--- src/rtl/led_seq_pkg.sv ---
// Shared types and constants for the LED sequencer.
package led_seq_pkg;

  typedef enum logic [1:0] {
    MODE_UP     = 2'd0,
    MODE_DOWN   = 2'd1,
    MODE_BOUNCE = 2'd2,
    MODE_HOLD   = 2'd3
  } mode_t;

  typedef enum logic [1:0] {
    ST_IDLE  = 2'd0,
    ST_RUN   = 2'd1,
    ST_PAUSE = 2'd2
  } state_t;

  localparam logic [2:0] SEL_MIN = 3'd0;
  localparam logic [2:0] SEL_MAX = 3'd7;

endpackage

--- src/rtl/led_seq_tick.sv ---
// Step prescaler: counts 0..DIV-1 while enabled, holds when disabled,
// and flags the cycle whose clock edge wraps the count back to 0.
module led_seq_tick #(
  parameter int unsigned DIV = 4
) (
  input  logic clk,
  input  logic rst,
  input  logic en,
  input  logic clr,
  output logic wrap
);

  localparam int unsigned W = $clog2(DIV);
  localparam logic [W-1:0] LAST = W'(DIV - 1);

  logic [W-1:0] cnt;

  // Prescaler count; clear has priority over counting.
  always_ff @(posedge clk) begin
    if (!rst || clr) begin
      cnt <= '0;
    end else if (en) begin
      cnt <= (cnt == LAST) ? '0 : cnt + W'(1);
    end
  end

  assign wrap = en && (cnt == LAST);

endmodule

--- src/rtl/led_seq_ctrl.sv ---
// LED sequencer for the 3-to-8 decoder: run/pause/stop command FSM with
// walk-up, walk-down, bounce and hold stepping modes.
// Optional feature macro: LED_SEQ_ONESHOT_EN (single sweep, then IDLE).
module led_seq_ctrl
  import led_seq_pkg::*;
#(
  parameter int unsigned CLK_HZ  = 12000000,
  parameter int unsigned STEP_HZ = 1
) (
  input  logic       clk,
  input  logic       rst,
  input  logic       start,
  input  logic       stop,
  input  logic [1:0] mode,
  output logic [2:0] sel,
  output logic       en,
  output logic       step,
  output logic       busy
);

  localparam int unsigned DIV = CLK_HZ / STEP_HZ;

  if (DIV < 2) begin : g_bad_div
    $error("led_seq_ctrl: CLK_HZ/STEP_HZ must be at least 2");
  end

`ifdef LED_SEQ_ONESHOT_EN
  localparam bit ONESHOT = 1'b1;
`else
  localparam bit ONESHOT = 1'b0;
`endif

  state_t     state, state_d;
  mode_t      mode_in, prev_mode, prev_mode_d;
  logic [2:0] sel_d;
  logic       dir_up, dir_up_d;
  logic       swept, swept_d;
  logic       step_d;
  logic       wrap;
  logic       tick_en;
  logic       tick_clr;

  assign mode_in  = mode_t'(mode);
  // A stop on a wrap edge freezes the prescaler, which also suppresses the wrap.
  assign tick_en  = (state == ST_RUN) && !stop;
  assign tick_clr = (state == ST_IDLE);

  led_seq_tick #(
    .DIV(DIV)
  ) u_tick (
    .clk (clk),
    .rst (rst),
    .en  (tick_en),
    .clr (tick_clr),
    .wrap(wrap)
  );

  // State and output registers.
  always_ff @(posedge clk) begin
    if (!rst) begin
      state     <= ST_IDLE;
      sel       <= SEL_MIN;
      en        <= 1'b0;
      busy      <= 1'b0;
      step      <= 1'b0;
      dir_up    <= 1'b1;
      swept     <= 1'b0;
      prev_mode <= MODE_UP;
    end else begin
      state     <= state_d;
      sel       <= sel_d;
      en        <= (state_d != ST_IDLE);
      busy      <= (state_d != ST_IDLE);
      step      <= step_d;
      dir_up    <= dir_up_d;
      swept     <= swept_d;
      prev_mode <= prev_mode_d;
    end
  end

  // Next-state, index advance and bounce direction tracking.
  always_comb begin
    logic       dir_now;
    logic       finish;
    logic [2:0] nxt;
    state_d     = state;
    sel_d       = sel;
    dir_up_d    = dir_up;
    swept_d     = swept;
    prev_mode_d = prev_mode;
    step_d      = 1'b0;
    dir_now     = dir_up;
    finish      = 1'b0;
    nxt         = sel;
    case (state)
      ST_IDLE: begin
        sel_d = SEL_MIN;
        if (start && !stop) begin
          state_d     = ST_RUN;
          sel_d       = (mode_in == MODE_DOWN) ? SEL_MAX : SEL_MIN;
          dir_up_d    = 1'b1;
          swept_d     = 1'b0;
          prev_mode_d = mode_in;
        end
      end
      ST_RUN: begin
        if (stop) begin
          state_d = ST_PAUSE;
        end else if (wrap) begin
          step_d      = 1'b1;
          prev_mode_d = mode_in;
          case (mode_in)
            MODE_UP: begin
              if (ONESHOT && sel == SEL_MAX) finish = 1'b1;
              else sel_d = sel + 3'd1;
            end
            MODE_DOWN: begin
              if (ONESHOT && sel == SEL_MIN) finish = 1'b1;
              else sel_d = sel - 3'd1;
            end
            MODE_BOUNCE: begin
              // Switching into bounce picks a direction from the current index
              // instead of reusing a stale one from an earlier bounce run.
              dir_now = (prev_mode == MODE_BOUNCE) ? dir_up : (sel != SEL_MAX);
              if (ONESHOT && swept && sel == SEL_MIN) begin
                finish = 1'b1;
              end else begin
                nxt      = dir_now ? sel + 3'd1 : sel - 3'd1;
                sel_d    = nxt;
                dir_up_d = dir_now;
                if (nxt == SEL_MAX) begin
                  dir_up_d = 1'b0;
                  swept_d  = 1'b1;
                end else if (nxt == SEL_MIN) begin
                  dir_up_d = 1'b1;
                end
              end
            end
            default: ; // hold: index unchanged, step still pulses
          endcase
          if (finish) begin
            state_d = ST_IDLE;
            sel_d   = SEL_MIN;
            step_d  = 1'b0;
          end
        end
      end
      ST_PAUSE: begin
        if (stop) begin
          state_d = ST_IDLE;
          sel_d   = SEL_MIN;
        end else if (start) begin
          state_d = ST_RUN;
        end
      end
      default: begin
        state_d = ST_IDLE;
        sel_d   = SEL_MIN;
      end
    endcase
  end

endmodule

--- config.mk ---
export PLATFORM = sky130hd
export DESIGN_NAME = led_seq_ctrl
export DESIGN_NICKNAME = d
export VERILOG_FILES = /design/src/rtl/led_seq_pkg.sv /design/src/rtl/led_seq_tick.sv /design/src/rtl/led_seq_ctrl.sv
export SDC_FILE = /design/constraint.sdc
export NUM_CORES = 1
export LEC_CHECK = 0
export ABC_CLOCK_PERIOD_IN_PS = 3050
export CELL_PAD_IN_SITES_DETAIL_PLACEMENT = 0
export CELL_PAD_IN_SITES_GLOBAL_PLACEMENT = 2
export CORE_ASPECT_RATIO = 2
export CORE_UTILIZATION = 35
export DETAILED_ROUTE_END_ITERATION = 10
export PLACE_DENSITY_LB_ADDON = 0.1
export SYNTH_ARGS = -nofsm -noshare
export SYNTH_HDL_FRONTEND = slang
export SYNTH_SLANG_ARGS = --single-unit
--- constraint.sdc ---
create_clock -name clk -period 3.05 [get_ports clk]
set_input_delay 0.61 -clock clk [delete_from_list [all_inputs] [get_ports clk]]
set_output_delay 0.61 -clock clk [all_outputs]
set_load 0.02 [all_outputs]
* Word-level counts from Yosys, hierarchy flattened
Index checks and enable logic that the tools add are counted.
** Word-level totals
- Flip-flop bits (word level) :: 34
- Input bits :: 6
- Output and inout bits :: 6
** Operators by class
- Add/sub/neg operators :: 3
- Equality and inequality tests :: 14
- Muxes and demuxes :: 27
- Bitwise logic cells :: 2
- Reduce and logical (&&, ||, !) cells :: 15
** Operators with widths (count)
- $add A24 B1 Y24 const B :: 1
- $eq A24 B24 Y1 const B :: 1
- $mux W24 :: 1
- $mux W3 :: 6
- $pmux W3 S3 :: 2
- $mux W2 :: 7
- $mux W1 :: 8
- $reduce_and A4 Y1 :: 2
- $eq A2 B2 Y1 const B :: 3
- $ne A2 B2 Y1 const B :: 3
- $pmux W2 S3 :: 1
- $reduce_and A5 Y1 :: 1
- $eq A2 B1 Y1 const B :: 2
- $logic_not A2 Y1 :: 2
- $ne A2 B1 Y1 const B :: 2
- $ne A4 B1 Y1 const B :: 1
- $pmux W2 S2 :: 1
- $reduce_bool A2 Y1 :: 2
- $add A3 B1 Y3 const B :: 1
- $eq A3 B3 Y1 const B :: 1
- $logic_and A1 B1 Y1 :: 3
- $logic_not A3 Y1 :: 1
- $ne A3 B3 Y1 const B :: 1
- $reduce_or A3 Y1 :: 1
- 5 further kinds :: 7

* Longest topological paths before layout
Gate-level depths: netlist (run 1).
- Depth in word-level cells :: 10
- Gate-level depth with buffers :: 8

* Cells and area by module
From an unflattened synthesis (run 1), not the netlist that was laid out.
** Unflattened totals
- Cell total of the unflattened synthesis :: 214
- Area total of the unflattened synthesis :: 1838.0 um2
** Modules (own cells, without submodules)
- led_seq_tick :: times used 1, cells each 132, area an instance 1148.6 um2, sequential area each 480.5 um2
- led_seq_ctrl :: times used 1, cells each 82, area an instance 689.4 um2, sequential area each 200.2 um2

* Worst setup path before layout (run 1)
No wires, ideal clock.
- Kind :: input to register
- Start :: input stop
- End :: register dir_up
- Setup time :: 0.121 ns
- Arrival :: 2.174 ns
- Required time :: 2.929 ns
- Setup slack :: 0.755 ns
- Stages on the path :: 6
- Path through :: or3b_1 or2_2 buf_2 nor3_1 a31oi_1 mux2_2
** On the way
- Word-level cells in the longest chain between the ends :: 5
- Elaborated cells between the ends (all ways) :: 8
- Those cells by class :: eq/ne (3); reduce/logical (5)
** RTL lines
- from (decl) :: line led_seq_ctrl.sv:13 : input logic stop,
- $logic_not A1 Y1 :: line led_seq_ctrl.sv:45, led_seq_ctrl.sv:98
- $logic_and A1 B1 Y1 :: line led_seq_ctrl.sv:45 : assign tick_en = (state == ST_RUN) && !stop;
- $logic_and A1 B1 Y1 :: line led_seq_tick.sv:27 : assign wrap = en && (cnt == LAST);
- $ne A2 B1 Y1 (no line)
- $reduce_and A5 Y1 (no line) *
- to (signal assigned) :: line led_seq_ctrl.sv:75 : dir_up <= dir_up_d;
- to (decl) :: line led_seq_ctrl.sv:36 : logic dir_up, dir_up_d;
Every way passes the cells marked *; elsewhere a longest branch is shown, timed or not.
A chain may end at the register's enable or synchronous reset.

* Worst setup path after layout (run 1)
- Start :: input stop
- End :: register u_tick.cnt[11]
** On the way
- Word-level cells in the longest chain between the ends :: 2
** RTL lines
- $logic_not A1 Y1 :: line led_seq_ctrl.sv:45
- $logic_and A1 B1 Y1 :: line led_seq_ctrl.sv:45
- to (signal assigned) :: line led_seq_tick.sv:23 : cnt <= (cnt == LAST) ? '0 : cnt + W'(1);
- to (decl) :: line led_seq_tick.sv:16 : logic [W-1:0] cnt;
No other way between the ends.

==> results.cfg, run 1 <==
[worst_setup_path]
worst_setup_path_start_kind = input pin
crit_fanout = 18
crit_path_end_kind = flop
worstPathRequired_ns = 3.21
critical_path_arrival_ns = 2.63
regToRegSetupSlack_ns = 0.63
critPathKind = input pin to flop

[global_routing]
overflow = 0
grt_pass1_vias = 1624
grt_pass1_wl_um = 7510
grt_antenna_before_repair = 0
grt_max_degree = 19
grt_use_total_pct = 18.5

[placement]
place_congestion = 0.747
portBuffers = 11
placed_cells = 293
hpwl_um = 3670
post_dp_cell_area_sq_um = 2040

[sta]
finClkSkew_ns = 0.00396
setup_tns_ns = 0
drv_slew = 0
rsz0062_at_grt = false
tightest_slew_ns = 0.726
relSlewSlack_pct = 51.5
hold_ws_ns = 0.492
setup_violations = 0
fmax_mhz = 403
min_period_over_period_pct = 81.3
min_period_ns = 2.48
final_hold_viol_count = 0

[job]
maxCapViolations = 0

[yosys]
synth.area.top_cells = dfxtp_1 36%, xnor2_1 8.4%, nor2_1 6.2%, ha_1 4.7%, nand3_1 3.8%
yosysMostFrequentCell = dfxtp_1
synth_common_cells = 34 x dfxtp_1, 31 x nor2_1, 18 x nand2_1, 18 x xnor2_1, 16 x inv_1
yosysUniqueCellTypes = 46
synthArstFlopShare_pct = 0
synth_ff_type = dfxtp_1
ys_seq_elements = 34
synthesis.nets = 240
synth_edf_count = 0
synth_top_cell_area_share_pct = 36.5
synth.yosys.warnings = 0
netlist_area_sq_um = 1870
synthCells = 227
yosys.area.top_type = dfxtp_1
synth_seq_area_share_pct = 36.5
synth_area_per_cell_sq_um = 8.22

[hold_path]
min_path_type = flop to flop

[detailed_routing]
ant_nets = 0
via_count = 1611
viasPerCell = 5.37
drcViolationCount = 0
routedWlPerCell_um = 15.4
wl_met3_um = 93
dr.pass1.iters = 7
routed.top_layer = met4
postRouteWirelength_um = 4620
wl_met1_um = 1590
drt_iter0_drc = 16
wl_met2_um = 2850

[floorplanning]
io_pins = 12
start_util_pct = 36.3
die_w_um = 53.6
core_sq_um = 5140
die-area_sq_um = 5650
die_h_um = 105
core.rowCount = 37

[outcome]
outcome = completed

[cts]
clk_latency_ns = 0.28
numCtsBuffers = 5
cts_hold_buf = 0
htree_levels = 2
clk_pin_slew_worst_paths_ns = 0.07
clk_path_buf_depth = 2
cts_tree = done
root_buffer = clkbuf_8
cts.repair.resized = 0
clock_sinks = 34
cts_setup_buffers = 0

[layout]
fin_util_pct = 41.2
syn_to_final_growth_pct = 13.3
nNetsFinal = 255
drive_above_1_share_pct = 9.09
fin_area_sq_um = 2120
fin_cells = 300
antenna_cells = 0

[power]
powerDensity_nw_per_um2 = 401
leakage_uw = 0.000676
ir_drop_mv = 0.286
-- path summary, 6_finish.rpt --
kind	from	to	depth (start not counted)
setup / recovery	stop	u_tick.cnt[11]	6
hold reg to reg	u_tick.cnt[1]	u_tick.cnt[1]	2
hold / removal	u_tick.cnt[1]	u_tick.cnt[1]	2
setup reg to reg	u_tick.cnt[7]	u_tick.cnt[11]	5
-- cell families after synthesis --
logic type,count (synthesis),synth area share [%]
compound gates,24,8.98
xor+xnor,23,10.8
fa+ha+maj,7,4.69
buf+inv,25,6.17
flops,34,36.5
mux,3,1.74
simple gates,111,31.2
-- worst max-delay path, stage by stage --
cell	delay, ns
clkdlybuf4s50_1	0.42
or3b_1	0.44
or2_2	0.35
or3_4	0.42
nand2b_2	0.30
nor2_1	0.10
-- metrics by stage --
stage               setup WS, ns  total power, uW
floorplan                  0.755              517
global placement           0.301              547
detailed placement         0.270              548
CTS                        0.564              861
global route               0.459              882
finish                     0.571              848
-- cell usage in the layout, fill, tap and decap left out, types with 3 or more instances in the layout --
cell type        synthesis  layout
nand3_1                 14      14
nor2b_1                  3       3
o21ai_0                  3       3
nand2_1                 18      18
inv_1                   16      16
nor4_1                   8       8
nor2_1                  31      31
buf_4                    1       6
nor3b_1                  3       3
a21oi_1                  8       8
dfxtp_1                 34      34
ha_1                     7       7
clkbuf_8                 0       5
nor3_1                  10      10
clkdlybuf4s50_1          0      11
xor2_1                   5       5
xnor2_1                 18      18
and3_1                   3       3
-- where the power goes --
group / total (uW) / internal (uW) / leakage [uW] / switching [uW]
Sequential: 457 / 449 / 0.000275 / 7.49
Clock: 310 / 157 / 0.0000383 / 153
Combinational: 81.2 / 35.7 / 0.000363 / 45.5
-- per-layer routing --
metal / global-route usage [%] / vias up
li1: - / 808
met1: 15.9 / 761
met2: 37.4 / 33
met3: 3.17 / 9
met4: 7.14 / 0
met5: 0 / -
-- state kept, by name (all words and copies together) (netlist names) --
signal      cells
sel             3
busy            1
state           2
step            1
dir_up          1
prev_mode       2
u_tick.cnt     24
-- final cells by class --
type | count | area [sq um]
well taps | 58 | 72.6
multi-input cells | 168 | 1070
flip-flops and latches | 34 | 681
inverters | 16 | 60.1
clock buffers | 7 | 76.3
fillers | 564 | 3020
repair buffers | 17 | 155
Power figures use the tool's default switching activity.
==> run 2, diff against run 1 <==
--- a/config.mk
+++ b/config.mk
@@ -5,11 +5,11 @@
 export SDC_FILE = /design/constraint.sdc
 export NUM_CORES = 1
 export LEC_CHECK = 0
-export ABC_CLOCK_PERIOD_IN_PS = 3050
+export ABC_CLOCK_PERIOD_IN_PS = 2150
 export CELL_PAD_IN_SITES_DETAIL_PLACEMENT = 0
 export CELL_PAD_IN_SITES_GLOBAL_PLACEMENT = 2
 export CORE_ASPECT_RATIO = 2
-export CORE_UTILIZATION = 35
+export CORE_UTILIZATION = 32
 export DETAILED_ROUTE_END_ITERATION = 10
 export PLACE_DENSITY_LB_ADDON = 0.1
 export SYNTH_ARGS = -nofsm -noshare
==> constraint.sdc (replaced) <==
create_clock -name clk -period 2.15 [get_ports clk]
set_input_delay 0.43 -clock clk [delete_from_list [all_inputs] [get_ports clk]]
set_output_delay 0.43 -clock clk [all_outputs]
set_load 0.02 [all_outputs]
==> results.cfg, run 2 (same netlist as run 1, synthesis figures left out) <==
[layout]
syn_to_final_growth_pct = 28.8
top_regs = u_tick.cnt (24), sel (3)
antenna_cells = 0
top_register = u_tick.cnt
final_common_cell = dfxtp_1
largest_reg_flops = 24
drive_above_1_share_pct = 19.5
fin_util_pct = 42.5
final_cell_mix = 33 x dfxtp_1, 31 x nor2_1, 31 x buf_4, 18 x nand2_1, 18 x xnor2_1
nNetsFinal = 281

[power]
p_clk_share_pct = 46.5
power.switching_uw = 322
sw_frac_of_total_pct = 21.8
leakage_uw = 0.000853
ir_drop_mv = 0.462
p_int_uw = 1150
powerDensity_nw_per_um2 = 615
seq_power_share_pct = 43.8
pwr-share-comb_pct = 9.7

[global_routing]
grt_pass1_vias = 1771
grt_pass1_wl_um = 8090
grt_max_degree = 19
overflow = 0
grt_antenna_before_repair = 0
grt_use_total_pct = 17.5

[worst_setup_path]
endpoint = sel[1]
crit_path_end_kind = flop
worstPathRequired_ns = 2.35
critical_path_arrival_ns = 2.34
r2r_end = sel[1]
worst_setup_path_start_kind = flop
critPathKind = flop to flop
reg2reg_from = u_tick.cnt[22]
ff2ff_path_depth = 5
crit_fanout = 4
regToRegSetupSlack_ns = 0.02
startpoint = u_tick.cnt[22]

[sta]
rsz0062_at_grt = true
relSlewSlack_pct = 66.4
fmax_mhz = 469
min_period_over_period_pct = 99.2
finClkSkew_ns = 0.00370
hold_ws_ns = 0.484
drv_slew = 0
setup_violations = 0
tightest_slew_ns = 0.502
min_period_ns = 2.13
final_hold_viol_count = 0

[job]
maxCapViolations = 0

[outcome]
outcome = completed

[cts]
numCtsBuffers = 5
clk_pin_slew_worst_paths_ns = 0.05
clk_path_buf_depth = 2
clock_sinks = 34
clk_latency_ns = 0.27
root_buffer = clkbuf_16
cts_tree = done
cts_hold_buf = 0
htree_levels = 2

[placement]
portBuffers = 11
hpwl_um = 3850
place_congestion = 0.791

[floorplanning]
io_pins = 12
die_w_um = 56.0
start_util_pct = 33.0
die_h_um = 110
core.rowCount = 39
die-area_sq_um = 6160
core_sq_um = 5660

[hold_path]
min_path_type = flop to flop

[detailed_routing]
routedWlPerCell_um = 14.9
ant_nets = 0
via_count = 1719
postRouteWirelength_um = 4890
drcViolationCount = 0
dr.pass1.iters = 4
viasPerCell = 5.24
drt_iter0_drc = 63
run 2: cell types whose count changed in the layout (fill, tap and decap cells not counted), sizes merged:
| cell | before | now |
|---|---|---|
| clkbuf | 7 | 6 |
| buf | 6 | 32 |
| dlymetal6s2s | 0 | 1 |
| clkdlybuf4s50 | 11 | 10 |
run 2: power by group through the flow:
stage	Clock [uW]	Combinational [uW]	Sequential (uW)
2_1_floorplan	0	71.5	662
3_3_place_gp	0	140	659
3_5_place_dp	0	142	660
4_1_cts	715	143	646
5_1_grt	739	156	647
6_report	687	143	647
run 2: worst min-delay path by stage:
stage	start	end	slack (ns)	cells after the start
2_1_floorplan	u_tick.cnt[1]	u_tick.cnt[1]	0.45	2
3_3_place_gp	u_tick.cnt[1]	u_tick.cnt[1]	0.46	2
3_5_place_dp	u_tick.cnt[1]	u_tick.cnt[1]	0.47	2
4_1_cts	u_tick.cnt[1]	u_tick.cnt[1]	0.48	2
5_1_grt	u_tick.cnt[0]	u_tick.cnt[0]	0.52	2
6_report	u_tick.cnt[1]	u_tick.cnt[1]	0.48	2
run 2: routing by layer:
layer  up-vias  GRT usage [%]  part of all wire [%]
li1        860              -                     -
met2        35           34.2                    58
met4         0           14.8                   5.8
met1       802           14.9                    34
met5         -              0                     0
met3        22           3.03                   2.0
run 2: layout make-up:
cell class	instances	area, sq um
well taps	61	76.3
fillers	574	3260
multi-input cells	168	1080
inverters	16	60.1
flip-flops and latches	34	682
repair buffers	43	365
clock buffers	6	139
run 2: per-stage QoR:
stage / instances / cell area, sq um / setup TNS [ns] / setup WS (ns) / power [uW]
2_1_floorplan: 227 / 1870 / 0 / 0.0211 / 733
3_3_place_gp: 321 / 2250 / -7.30 / -0.322 / 799
3_5_place_dp: 321 / 2250 / -7.31 / -0.352 / 802
4_1_cts: 328 / 2400 / -0.00957 / -0.00957 / 1500
5_1_grt: 328 / 2400 / -0.765 / -0.0539 / 1540
6_report: 328 / 2400 / 0 / 0.0170 / 1480
run 2: what timing repair did:
item                                    in CTS  in global routing
setup buffers                                1                  0
resized for setup                            3                  2
pin swaps                                    2                  2
endpoints found under the setup margin      22                 24
run 2: critical path: stages (launching register included):
cell and delay [ns]:
dfxtp_1 0.30, or4b_1 0.51, or4_4 0.46, or3_4 0.42, a21boi_4 0.17, mux2i_1 0.20
==> run 3, diff against run 2 <==
--- a/config.mk
+++ b/config.mk
@@ -9,7 +9,9 @@
 export CELL_PAD_IN_SITES_DETAIL_PLACEMENT = 0
 export CELL_PAD_IN_SITES_GLOBAL_PLACEMENT = 2
 export CORE_ASPECT_RATIO = 2
+export CORE_MARGIN = 2
 export CORE_UTILIZATION = 32
+export CTS_CLUSTER_SIZE = 25
 export DETAILED_ROUTE_END_ITERATION = 10
 export PLACE_DENSITY_LB_ADDON = 0.1
 export SYNTH_ARGS = -nofsm -noshare
==> results.cfg, run 3 (same netlist as run 1, synthesis figures left out) <==
[placement]
post_dp_cell_area_sq_um = 2230
placed_cells = 319
hpwl_um = 4020
portBuffers = 11
place_congestion = 0.773

[cts]
clk_pin_slew_worst_paths_ns = 0.05
clock_sinks = 34
clk_path_buf_depth = 2
root_buffer = clkbuf_16
numCtsBuffers = 5
clk_latency_ns = 0.28
htree_levels = 2
cts_tree = done

[global_routing]
grt_max_degree = 19
grt_antenna_before_repair = 0
grt_pass1_wl_um = 8270
grt_use_total_pct = 16.7
overflow = 0
grt_pass1_vias = 1809

[sta]
min_period_ns = 2.15
rsz0062_at_grt = true
min_period_over_period_pct = 99.8
setup_tns_ns = 0
fmax_mhz = 466
final_hold_viol_count = 0
hold_ws_ns = 0.474
finClkSkew_ns = 0.00431
setup_violations = 0
drv_slew = 0
tightest_slew_ns = 0.536
relSlewSlack_pct = 64.1

[detailed_routing]
drt_iter0_drc = 83
viasPerCell = 5.19
drcViolationCount = 0
via_count = 1712
postRouteWirelength_um = 5200
routedWlPerCell_um = 15.7
ant_nets = 0
dr.pass1.iters = 4

[worst_setup_path]
regToRegSetupSlack_ns = 0.003
path_cells = or4b_1, or4_4, or3_4, a21boi_4, mux2i_1
crit_path_end_kind = flop
worst-path-stages = 5
r2r_end = sel[1]
startpoint = u_tick.cnt[22]
path_delay_family = simple AND/OR/NAND/NOR gates
crit_fanout = 4
reg2reg_from = u_tick.cnt[22]
ff2ff_path_depth = 5
worst_setup_path_start_kind = flop
endpoint = sel[1]
worstPathRequired_ns = 2.36
crit_buf_inv = 0
slowest_delay_ns = 0.51
critPathKind = flop to flop
critical_path_arrival_ns = 2.35
slowest_stage = or4b_1

[floorplanning]
io_pins = 12
core.rowCount = 39
die-area_sq_um = 6500
die_w_um = 58.0
die_h_um = 112
core_sq_um = 5660
start_util_pct = 33.0

[layout]
nNetsFinal = 281
top_regs = u_tick.cnt (24), sel (3)
largest_reg_flops = 24
final_cell_mix = 34 x dfxtp_1, 31 x nor2_1, 29 x buf_4, 18 x nand2_1, 18 x xnor2_1
syn_to_final_growth_pct = 30.6
n_fill_cell = 584
fin_area_sq_um = 2440
final_common_cell = dfxtp_1
drive_above_1_share_pct = 19.7
top_register = u_tick.cnt
antenna_cells = 0
fin_cells = 330

[outcome]
outcome = completed

[power]
powerDensity_nw_per_um2 = 619
ir_drop_mv = 0.361
leakage_uw = 0.000868

[job]
maxCapViolations = 0

[hold_path]
min_path_type = flop to flop
==> run 3: cell types whose count changed in the layout (fill, tap and decap cells not counted), sizes merged <==
cell,previous run,this run
buf,32,31
clkbuf,6,8
clkdlybuf4s50,10,11
clkinv,0,1
dlymetal6s2s,1,0
==> run 3: area by class of cell <==
type	instances	area [sq um]	share of cell area (%)
Clock buffer	7	143	5.85
Clock inverter	1	5.00	0.205
Inverter	16	60.1	2.46
Multi-Input combinational cell	168	1090	44.7
Sequential cell	34	681	27.9
Tap cell	61	76.3	3.13
Timing Repair Buffer	43	384	15.8
==> run 3: worst min path at each step <==
stage,start,to,slack [ns],depth (start not counted)
CTS,u_tick.cnt[1],u_tick.cnt[1],0.47,2
finish,u_tick.cnt[1],u_tick.cnt[1],0.47,2
floorplan,u_tick.cnt[1],u_tick.cnt[1],0.45,2
global placement,u_tick.cnt[1],u_tick.cnt[1],0.46,2
detailed placement,u_tick.cnt[1],u_tick.cnt[1],0.47,2
global route,u_tick.cnt[1],u_tick.cnt[1],0.52,2
==> run 3: timing repair <==
item                       4_1_cts  5_1_grt
setup buffers                    1        0
setup endpoints to repair       22       24
hold buffers                     0        0
pin swaps                        2        3
resized for setup                2        3
gates cloned                     0        2
==> run 3: through the flow <==
step,total power (uW),worst slack [ns],utilization [%]
2_1_floorplan,733,0.0211,-
6_report,1510,0.00323,43.1
3_3_place_gp,798,-0.322,39.5
5_1_grt,1570,-0.0393,43.1
3_5_place_dp,801,-0.347,39.5
4_1_cts,1520,-0.00849,42.2
==> run 3: worst register-to-register path, stage by stage, from the launching register on <==
cell and delay (ns):
dfxtp_1 0.31, or4b_1 0.51, or4_4 0.46, or3_4 0.43, a21boi_4 0.18, mux2i_1 0.19
==> run 3: metal layers <==
layer | global-route usage, % | vias up | part of all wire (%)
li1 | - | 865 | -
met1 | 14.5 | 811 | 33
met2 | 33.4 | 27 | 63
met3 | 3.23 | 9 | 2.1
met4 | 8.37 | 0 | 2.5
met5 | 0 | - | 0
==> run 3: report_power, final <==
group          internal [uW]  switching (uW)  total, uW  leakage (uW)
combinational           74.0            77.1        151      0.000519
clock                    459             255        713     0.0000739
sequential               638            7.89        646      0.000275
total                   1170             340       1510      0.000868
